===== config.mk =====
export PLATFORM = sky130hd
export DESIGN_NAME = shift_seq_flat
export DESIGN_NICKNAME = d
export VERILOG_FILES = /design/src/rtl/shift_seq_if.sv /design/src/rtl/shift_seq.sv /design/src/flat_wrapper.sv
export SDC_FILE = /design/constraint.sdc
export NUM_CORES = 1
export LEC_CHECK = 0
export CAP_MARGIN = 25
export CORE_UTILIZATION = 30
export DETAILED_ROUTE_END_ITERATION = 12
export GPL_TIMING_DRIVEN = 0
export HOLD_SLACK_MARGIN = 0.02
export PLACE_DENSITY = 0.6
export SETUP_SLACK_MARGIN = 0.02
export SLEW_MARGIN = 30
export SYNTH_ARGS = -nofsm -noshare
export SYNTH_HDL_FRONTEND = slang
export SYNTH_SLANG_ARGS = --single-unit

===== constraint.sdc =====
create_clock -name clk -period 4.8 [get_ports clk]
set_input_delay 0.48 -clock clk [delete_from_list [all_inputs] [get_ports clk]]
set_output_delay 0.48 -clock clk [all_outputs]
set_load 0.02 [all_outputs]

===== src/rtl/shift_seq_if.sv =====
// rtl/shift_seq_if.sv - request/response handshake bundle for the shift sequencer
interface shift_seq_if #(
    parameter int REG_WIDTH = 16,
    parameter int CNT_WIDTH = 8
);
    logic                 req_valid;
    logic                 req_ready;
    logic [1:0]           req_opc;
    logic [CNT_WIDTH-1:0] req_cnt;
    logic [REG_WIDTH-1:0] req_data;
    logic                 req_cin;
    logic                 rsp_valid;
    logic                 rsp_ready;
    logic [REG_WIDTH-1:0] rsp_data;
    logic                 rsp_cout;

    modport master (
        output req_valid, req_opc, req_cnt, req_data, req_cin, rsp_ready,
        input  req_ready, rsp_valid, rsp_data, rsp_cout
    );

    modport slave (
        input  req_valid, req_opc, req_cnt, req_data, req_cin, rsp_ready,
        output req_ready, rsp_valid, rsp_data, rsp_cout
    );
endinterface


===== src/rtl/shift_seq.sv =====
// rtl/shift_seq.sv - sequences a 4-bit-count shift datapath to run arbitrary 8-bit shift counts
module shift_seq #(
    parameter int REG_WIDTH = 16,
    parameter int CNT_WIDTH = 8
) (
    input  logic                 clk,
    input  logic                 rst,
    shift_seq_if.slave           bus,
    output logic [REG_WIDTH-1:0] sh_in,
    output logic [3:0]           sh_scnt,
    output logic [1:0]           sh_opc,
    output logic                 sh_sftin,
    input  logic [REG_WIDTH-1:0] sh_out,
    input  logic                 sh_sftout
);
    typedef enum logic [1:0] {
        S_IDLE = 2'd0,
        S_RUN  = 2'd1,
        S_DONE = 2'd2
    } state_t;

    state_t               state, state_n;
    logic [1:0]           opc, opc_n;
    logic [REG_WIDTH-1:0] acc, acc_n;
    logic [CNT_WIDTH-1:0] rem, rem_n;
    logic                 carry, carry_n;
    logic [CNT_WIDTH-1:0] rem_m1;
    logic [3:0]           step;

    assign rem_m1 = rem - CNT_WIDTH'(1);
    // Bulk chunks leave exactly one bit for the final step, which yields the true carry.
    assign step   = (rem_m1 >= CNT_WIDTH'(15)) ? 4'd15 : 4'(rem_m1);

    assign bus.rsp_data = acc;
    assign bus.rsp_cout = carry;
    assign sh_in        = acc;
    assign sh_sftin     = carry;

    always_ff @(posedge clk) begin
        if (rst) begin
            state <= S_IDLE;
            opc   <= 2'b00;
            acc   <= '0;
            rem   <= '0;
            carry <= 1'b0;
        end else begin
            state <= state_n;
            opc   <= opc_n;
            acc   <= acc_n;
            rem   <= rem_n;
            carry <= carry_n;
        end
    end

    always_comb begin
        state_n       = state;
        opc_n         = opc;
        acc_n         = acc;
        rem_n         = rem;
        carry_n       = carry;
        sh_scnt       = 4'd0;
        sh_opc        = 2'b00;
        bus.req_ready = 1'b0;
        bus.rsp_valid = 1'b0;
        case (state)
            S_IDLE: begin
                bus.req_ready = 1'b1;
                if (bus.req_valid) begin
                    opc_n   = bus.req_opc;
                    acc_n   = bus.req_data;
                    rem_n   = bus.req_cnt;
                    carry_n = bus.req_cin;
                    state_n = (bus.req_cnt == '0) ? S_DONE : S_RUN;
                end
            end
            S_RUN: begin
                sh_opc = opc;
                acc_n  = sh_out;
                if (opc == 2'b11) begin
                    sh_scnt = 4'd1;
                    carry_n = sh_sftout;
                    rem_n   = rem_m1;
                    if (rem == CNT_WIDTH'(1)) state_n = S_DONE;
                end else if (rem > CNT_WIDTH'(1)) begin
                    sh_scnt = step;
                    rem_n   = rem - CNT_WIDTH'(step);
                end else begin
                    sh_scnt = 4'd1;
                    carry_n = sh_sftout;
                    rem_n   = '0;
                    state_n = S_DONE;
                end
            end
            S_DONE: begin
                bus.rsp_valid = 1'b1;
                if (bus.rsp_ready) state_n = S_IDLE;
            end
            default: state_n = S_IDLE;
        endcase
    end
endmodule


===== src/flat_wrapper.sv =====
// flat-port wrapper written by rule: the top's interface ports become plain ports
module shift_seq_flat 
#(
    parameter int REG_WIDTH = 16,
    parameter int CNT_WIDTH = 8
)
  (clk, rst, sh_in, sh_scnt, sh_opc, sh_sftin, sh_out, sh_sftout, bus_req_valid, bus_req_opc, bus_req_cnt, bus_req_data, bus_req_cin, bus_rsp_ready, bus_req_ready, bus_rsp_valid, bus_rsp_data, bus_rsp_cout);
  shift_seq_if #(.REG_WIDTH(REG_WIDTH), .CNT_WIDTH(CNT_WIDTH)) bus_i ();
  input  logic clk;
  input  logic rst;
  output logic [REG_WIDTH-1:0] sh_in;
  output logic [3:0] sh_scnt;
  output logic [1:0] sh_opc;
  output logic sh_sftin;
  input  logic [REG_WIDTH-1:0] sh_out;
  input  logic sh_sftout;
  input wire logic [$bits(bus_i.req_valid)-1:0] bus_req_valid;
  input wire logic [$bits(bus_i.req_opc)-1:0] bus_req_opc;
  input wire logic [$bits(bus_i.req_cnt)-1:0] bus_req_cnt;
  input wire logic [$bits(bus_i.req_data)-1:0] bus_req_data;
  input wire logic [$bits(bus_i.req_cin)-1:0] bus_req_cin;
  input wire logic [$bits(bus_i.rsp_ready)-1:0] bus_rsp_ready;
  output wire logic [$bits(bus_i.req_ready)-1:0] bus_req_ready;
  output wire logic [$bits(bus_i.rsp_valid)-1:0] bus_rsp_valid;
  output wire logic [$bits(bus_i.rsp_data)-1:0] bus_rsp_data;
  output wire logic [$bits(bus_i.rsp_cout)-1:0] bus_rsp_cout;
  assign bus_i.req_valid = bus_req_valid;
  assign bus_i.req_opc = bus_req_opc;
  assign bus_i.req_cnt = bus_req_cnt;
  assign bus_i.req_data = bus_req_data;
  assign bus_i.req_cin = bus_req_cin;
  assign bus_i.rsp_ready = bus_rsp_ready;
  assign bus_req_ready = bus_i.req_ready;
  assign bus_rsp_valid = bus_i.rsp_valid;
  assign bus_rsp_data = bus_i.rsp_data;
  assign bus_rsp_cout = bus_i.rsp_cout;
  shift_seq #(.REG_WIDTH(REG_WIDTH), .CNT_WIDTH(CNT_WIDTH)) u_core (.clk(clk), .rst(rst), .bus(bus_i), .sh_in(sh_in), .sh_scnt(sh_scnt), .sh_opc(sh_opc), .sh_sftin(sh_sftin), .sh_out(sh_out), .sh_sftout(sh_sftout));
endmodule

# Yosys cells after proc, flatten, opt, wreduce, memory -nomap -nowiden
# Index checks and enable logic that the tools add are counted.
# op_classes
addsub	2
magnitude_cmp	2
eq_ne	8
n_mux	24
reduce_logical	7
# ops
cell	n
$pmux W16 S2	1
$mux W8	3
$mux W16	1
$mux W4	4
$pmux W8 S2	1
$mux W2	7
$eq A8 B1 Y1 const B	1
$ge A8 B4 Y1 const B	1
$gt A8 B1 Y1 const B	1
$logic_not A8 Y1	1
$sub A8 B1 Y8 const B	1
$sub A8 B4 Y8	1
$pmux W2 S3	1
$mux W1	5
$eq A2 B2 Y1 const B	2
$ne A2 B2 Y1 const B	2
$reduce_and A2 Y1	2
$reduce_and A4 Y1	1
$ne A3 B2 Y1 const B	1
$ne A3 B3 Y1 const B	1
$reduce_and A3 Y1	1
$eq A2 B1 Y1 const B	1
$logic_not A2 Y1	1
$pmux W1 S2	1
$reduce_bool A2 Y1	1
# word_totals
ff_bits	29
word_cells	48

# Logic depth before layout (Yosys ltp)
# Gate-level depths: netlist (run 1).
# logic_depth
depth_word	7
mapped_depth	18
mapped_depth_nobuf	16

# Worst setup path after synthesis (run 1)
# Ideal clock, no wire load.
# synth_path
path_type	register to register
startpoint	register u_core.rem[0]
endpoint	register u_core.rem[6]
setup_ps	122
t_arrival_ps	3405
required_time_ps	4678
setup_slack_ps	1273
stages_incl_launch_ff	18
n_path_buf	2
synth_period_minus_slack_ps	3527
cell_sequence	dfxtp_1 > clkbuf_8 > inv_1 > ha_1 > nor3b_1 > mux2i_1 > or3_1 > buf_6 > nor2_1 > o21ai_0 > ha_1 > o21ai_0 > a21oi_1 > a221oi_1 > o31ai_2 > nor3_1 > xnor2_1 > o21ai_0
# synth_between
elab_chain_len	7
# synth_lines
item	line	source
from (decl)	shift_seq.sv:25	logic [CNT_WIDTH-1:0] rem, rem_n;
from (signal assigned)	shift_seq.sv:50	rem <= rem_n;
$sub A8 B1 Y8	shift_seq.sv:30	assign rem_m1 = rem - CNT_WIDTH'(1);
$ge A8 B4 Y1	shift_seq.sv:32	assign step = (rem_m1 >= CNT_WIDTH'(15)) ? 4'd15 : 4'(rem_m1);
$mux W4	shift_seq.sv:32	
$sub A8 B4 Y8	shift_seq.sv:86	rem_n = rem - CNT_WIDTH'(step);
$mux W8	shift_seq.sv:84	end else if (rem > CNT_WIDTH'(1)) begin
$mux W8 (*)	shift_seq.sv:79	if (opc == 2'b11) begin
$pmux W8 S2 (*)	shift_seq.sv:65	case (state)
# Every way passes the cells marked *; elsewhere a longest branch is shown, timed or not.
# A chain may end at the register's enable or synchronous reset.

# Final worst setup path (run 1)
# Ends and elaborated chain as after synthesis.

==> impl_metrics.yaml, run 1 <==
run_status:
  status: "finished clean"
clocking:
  post-cts-setup-buffers: 0
  ctsLongestPathBuffers: 2
  cts_buffers: 5
  ctsResizeCount: 0
  clk_pin_slew_ps: 60
  h-tree-depth: 2
  numClockSinks: 29
  hold_buffers: 0
  cts_root_buf: "clkbuf_8"
  insertion_delay_ps: 270
  cts_tree: "yes"
floorplanning:
  die_y_um: 88.2
  row_count: 31
  die_area_um2: 7770
  chipWidth_um: 88.2
  fp.coreArea_um2: 7210
  initial_core_util_pct: 30.9
  ios: 90
setup_path:
  arrival_ps: 4470
  r2r_cells: 17
  path_cells: "clkbuf_8 > inv_1 > ha_1 > nor3b_1 > mux2i_1 > or3_1 > buf_6 > nor2_1 > o21ai_0 > ha_1 > o21ai_0 > a21oi_1 > a221oi_1 > o31ai_2 > nor3_1 > xnor2_1 > o21ai_0"
  critPathKind: "register to register"
  cp-end-kind: "register"
  cp_common_cell: "o21ai_0"
  path_max_fanout: 10
  crit_slowest_cell: "nor3b_1"
  cpPeakStageDelay_ps: 520
  path_depth: 17
  path_delay_family: "simple AND/OR/NAND/NOR gates"
  path_buf_inv: 3
  start_kind: "register"
  required_ps: 4960
logic_synthesis:
  synthFlopType: "dfxtp_1"
  ys_ff_latch: 29
  yosysTopAreaCell: "dfxtp_1"
  synth_seq_area_share_pct: 26.1
  syn_nets: 355
  synth.area.top_cells: "dfxtp_1 26%, nand2_1 8.6%, a311oi_1 6.7%, buf_4 5.7%, nor2_1 5.2%"
  syn-cell-area_um2: 2230
  async_reset_ff_share_pct: 0
  synthSimpleGateAreaFrac_pct: 25.5
  ys_warn_count: 0
  synth_top_family_by_area: "compound AO/OA/AOI/OAI gates"
  syn_avg_cell_area_um2: 7.35
  synth_compound_area_share_pct: 27.7
  synth_xor_xnor_area_share_pct: 2.36
  syn_inst: 303
  synth-adder-area-share_pct: 2.25
  synth_edf_count: 0
  muxShareOfSynthArea_pct: 0.899
  synth_cell_types: 53
  synth.top_cell.area_share_pct: 26.1
timing:
  maxSlewViolCount: 0
  setup_viol: 0
  finClkSkew_ps: 3.80
  finalHoldViolations: 0
  relSlewSlack_pct: 43.7
  fmax_ghz: 0.232
  post-route-period-util_pct: 89.7
  worst_pin_slew_ps: 838
  min_period_ps: 4310
  fin_tns_setup_ps: 0
  rsz0062_at_grt: "no"
routing:
  dr.pass1.iters: 4
  wl_per_cell_um: 15.1
  antenna_left: 0
  drt_first_iter_violations: 212
  vias_per_cell: 5.12
  vias: 2551
  drc: 0
  finalWirelength_um: 7510
global_route:
  grt_pass1_vias: 2322
  grt_usage_pct: 19.4
  grt_pass1_wl_um: 11800
  antenna_found_initial: 0
  grt_max_degree: 11
  grt_overflow: 0
layout:
  syn2layout_area_growth_pct: 49.4
  design_area_um2: 3330
  nets: 451
  layout_common_cells: "89 x clkdlybuf4s50_1, 51 x nand2_1, 31 x nor2_1, 29 x dfxtp_1, 18 x a21oi_1"
  drive_above_1_share_pct: 10.5
  layout_commonest_cell: "clkdlybuf4s50_1"
  antenna_cells: 0
place:
  dp_hpwl_um: 5620
  placed_area_um2: 3240
  gp_congestion: 0.861
  io_buffer_count: 89
flow_run:
  max-cap-violations: 0
min_path:
  min_path_cells: 2
  min_path_type: "register to register"
power:
  leakage_nw: 1.27
  ir_drop_mv: 0.181
  powerDensity_nw_per_um2: 454
kinds of logic (layout without fill, tap and decap cells):
| group | after synthesis | after routing |
|---|---|---|
| buf+inv | 53 | 149 |
| flops | 29 | 29 |
| xor+xnor | 6 | 6 |
| compound gates | 86 | 86 |
| mux | 2 | 2 |
| simple gates | 123 | 123 |
| fa+ha+maj | 4 | 4 |
worst min-delay path: stages, from the launching register on:
cell and delay (ps):
dfxtp_1 330, nand2_1 60, a21oi_1 60
metrics by stage:
stage / hold slack [ps] / std cells / power [W] / util (%) / worst slack [ps]
finish: 492 / 498 / 0.00151 / 46.1 / 494
global route: 532 / 498 / 0.00162 / 46.1 / 136
CTS: 488 / 498 / 0.00151 / 46.1 / 538
detailed placement: 478 / 491 / 0.00130 / 44.9 / 635
global placement: 468 / 491 / 0.00129 / 44.9 / 551
floorplan: 453 / 303 / 0.000979 / - / 1270
power by group:
| part | internal [W] | switching, W |
|---|---|---|
| Combinational | 0.000441 | 0.000525 |
| Sequential | 0.000296 | 0.0000435 |
| Clock | 0.000114 | 0.0000934 |
sequential cells by signal, summed over array words and instances (netlist names):
name and count:
u_core.state 2, u_core.bus.rsp_data 16, u_core.rem 8, u_core.opc 2
u_core.bus.rsp_cout 1
path summary, 6_finish.rpt:
path	startpoint	endpoint	slack (ps)
setup / recovery	u_core.rem[0]	u_core.rem[6]	490
hold / removal	u_core.opc[1]	u_core.opc[1]	490
setup reg to reg	u_core.rem[0]	u_core.rem[6]	490
hold reg to reg	u_core.opc[1]	u_core.opc[1]	490
routing by layer:
| metal | part of all wire, % | vias to the layer above | global-route usage, % |
|---|---|---|---|
| li1 | - | 1258 | - |
| met1 | 47 | 1215 | 28.0 |
| met2 | 48 | 74 | 30.8 |
| met3 | 4.8 | 4 | 2.92 |
| met4 | 0.49 | 0 | 3.23 |
| met5 | 0 | - | 0 |
cell usage after synthesis (4+ instances only):
master,n
or3_1,5
ha_1,4
xnor2_1,4
a211oi_1,4
a311oi_1,17
buf_4,17
clkbuf_1,16
and2_1,5
clkbuf_8,6
nor3_1,10
inv_1,8
nor2_1,31
dfxtp_1,29
a31oi_1,10
o21ai_0,13
a21oi_1,18
nand2_1,51
layout make-up:
type,count,area (um^2)
fillers,780,3890
multi-input cells,221,1310
repair buffers,89,891
flip-flops and latches,29,581
plain buffers,45,309
well taps,99,124
clock buffers,7,86.3
inverters,8,30.0
Note: power is estimated with default switching activity, not from simulation.
==> inputs of run 2 (changes only) <==
- CTS_BUF_LIST: unset -> sky130_fd_sc_hd__clkbuf_2 sky130_fd_sc_hd__clkbuf_4 sky130_fd_sc_hd__clkbuf_8
- TNS_END_PERCENT: unset -> 10
==> run 2 against run 1 <==
Compared with the run above:
- via count decreased by 0.12%
- fmax about the same
- routed wire length unchanged
- largest cell class unchanged
==> impl_metrics.yaml, run 2 (synthesis results as in run 1) <==
run_status:
  status: "finished clean"
layout:
  antenna_cells: 0
  layout_common_cells: "89 x clkdlybuf4s50_1, 51 x nand2_1, 31 x nor2_1, 29 x dfxtp_1, 18 x a21oi_1"
  drive_above_1_share_pct: 10.8
  nets: 451
  layout_commonest_cell: "clkdlybuf4s50_1"
  syn2layout_area_growth_pct: 49.6
  final_util_pct: 46.2
  largest_reg_flops: 16
  fin_cells: 498
place:
  gp_congestion: 0.861
  dp_hpwl_um: 5620
  io_buffer_count: 89
  placed_cells: 491
global_route:
  antenna_found_initial: 0
  grt_max_degree: 11
  grt_usage_pct: 19.4
  grt_pass1_vias: 2322
  grt_overflow: 0
  grt_pass1_wl_um: 11800
setup_path:
  cp_common_cell: "o21ai_0"
  path_cells: "clkbuf_8 > inv_1 > ha_1 > nor3b_1 > mux2i_1 > or3_1 > buf_6 > nor2_1 > o21ai_0 > ha_1 > o21ai_0 > a21oi_1 > a221oi_1 > o31ai_2 > nor3_1 > xnor2_1 > o21ai_0"
  required_ps: 4960
  path_buf_inv: 3
  path_delay_family: "simple AND/OR/NAND/NOR gates"
  arrival_ps: 4470
  cpPeakStageDelay_ps: 520
  start_kind: "register"
  critPathKind: "register to register"
  crit_slowest_cell: "nor3b_1"
  path_max_fanout: 10
  cp-end-kind: "register"
clocking:
  hold_buffers: 0
  cts_buffers: 5
  ctsLongestPathBuffers: 2
  numClockSinks: 29
  cts_tree: "yes"
  cts_root_buf: "clkbuf_8"
  post-cts-setup-buffers: 0
  insertion_delay_ps: 270
  ctsResizeCount: 0
  h-tree-depth: 2
  clk_pin_slew_ps: 60
power:
  ir_drop_mv: 0.181
  powerDensity_nw_per_um2: 456
  leakage_nw: 1.27
timing:
  fmax_ghz: 0.232
  relSlewSlack_pct: 43.8
  min_period_ps: 4310
  fin_tns_setup_ps: 0
  maxSlewViolCount: 0
  worst_pin_slew_ps: 837
  post-route-period-util_pct: 89.8
  rsz0062_at_grt: "no"
  setup_viol: 0
  finClkSkew_ps: 3.40
  finalHoldViolations: 0
floorplanning:
  chipWidth_um: 88.2
  die_y_um: 88.2
  die_area_um2: 7770
  ios: 90
  row_count: 31
  initial_core_util_pct: 30.9
  fp.coreArea_um2: 7210
routing:
  vias: 2548
  vias_per_cell: 5.12
  drc: 0
  drt_first_iter_violations: 212
  antenna_left: 0
  finalWirelength_um: 7510
  dr.pass1.iters: 4
  wl_per_cell_um: 15.1
min_path:
  min_path_type: "register to register"
flow_run:
  max-cap-violations: 0
## run 2: changes by cell type in the layout (fill, tap and decap cells not counted)
cell / delta
clkbuf_4: +1
clkbuf_1: -1
## run 2: worst paths after layout
| kind | start | end | slack, ps | cells past startpoint |
|---|---|---|---|---|
| setup / recovery | u_core.rem[0] | u_core.rem[6] | 490 | 17 |
| hold / removal | u_core.opc[1] | u_core.opc[1] | 490 | 2 |
| setup reg to reg | u_core.rem[0] | u_core.rem[6] | 490 | 17 |
| hold reg to reg | u_core.opc[1] | u_core.opc[1] | 490 | 2 |
## run 2: layer usage
metal / GRT usage [%] / wire [um]
met2: 30.8 / 3590
met4: 3.23 / 37
met5: 0 / 0
met1: 28.0 / 3520
met3: 2.92 / 359
## run 2: tightest hold or removal path: cells and delay by family, from the launching register on
kind / cells / cell delay (ps)
flops: 1 / 330
simple gates: 1 / 60
compound gates: 1 / 60
## run 2: final cells by class
type                            instances  area [um^2]
Timing Repair Buffer                   89          891
Sequential cell                        29          581
Clock buffer                            7         90.1
Buffer                                 45          309
Fill cell                             780         3880
Tap cell                               99          124
Multi-Input combinational cell        221         1310
Inverter                                8         30.0
## run 2: report_power, final
group / internal [W] / switching, W / total [W]
Sequential: 0.000296 / 0.0000436 / 0.000340
Combinational: 0.000441 / 0.000525 / 0.000966
Clock: 0.000119 / 0.0000937 / 0.000213
Total: 0.000856 / 0.000663 / 0.00152
## run 2: per-stage QoR
| step | area [um^2] | power (W) | hold slack (ps) | setup slack, ps |
|---|---|---|---|---|
| floorplan | 2230 | 0.000979 | 453 | 1270 |
| global placement | 3240 | 0.00129 | 468 | 551 |
| detailed placement | 3240 | 0.00130 | 478 | 635 |
| CTS | 3330 | 0.00152 | 488 | 538 |
| global route | 3330 | 0.00163 | 532 | 136 |
| finish | 3330 | 0.00152 | 491 | 491 |
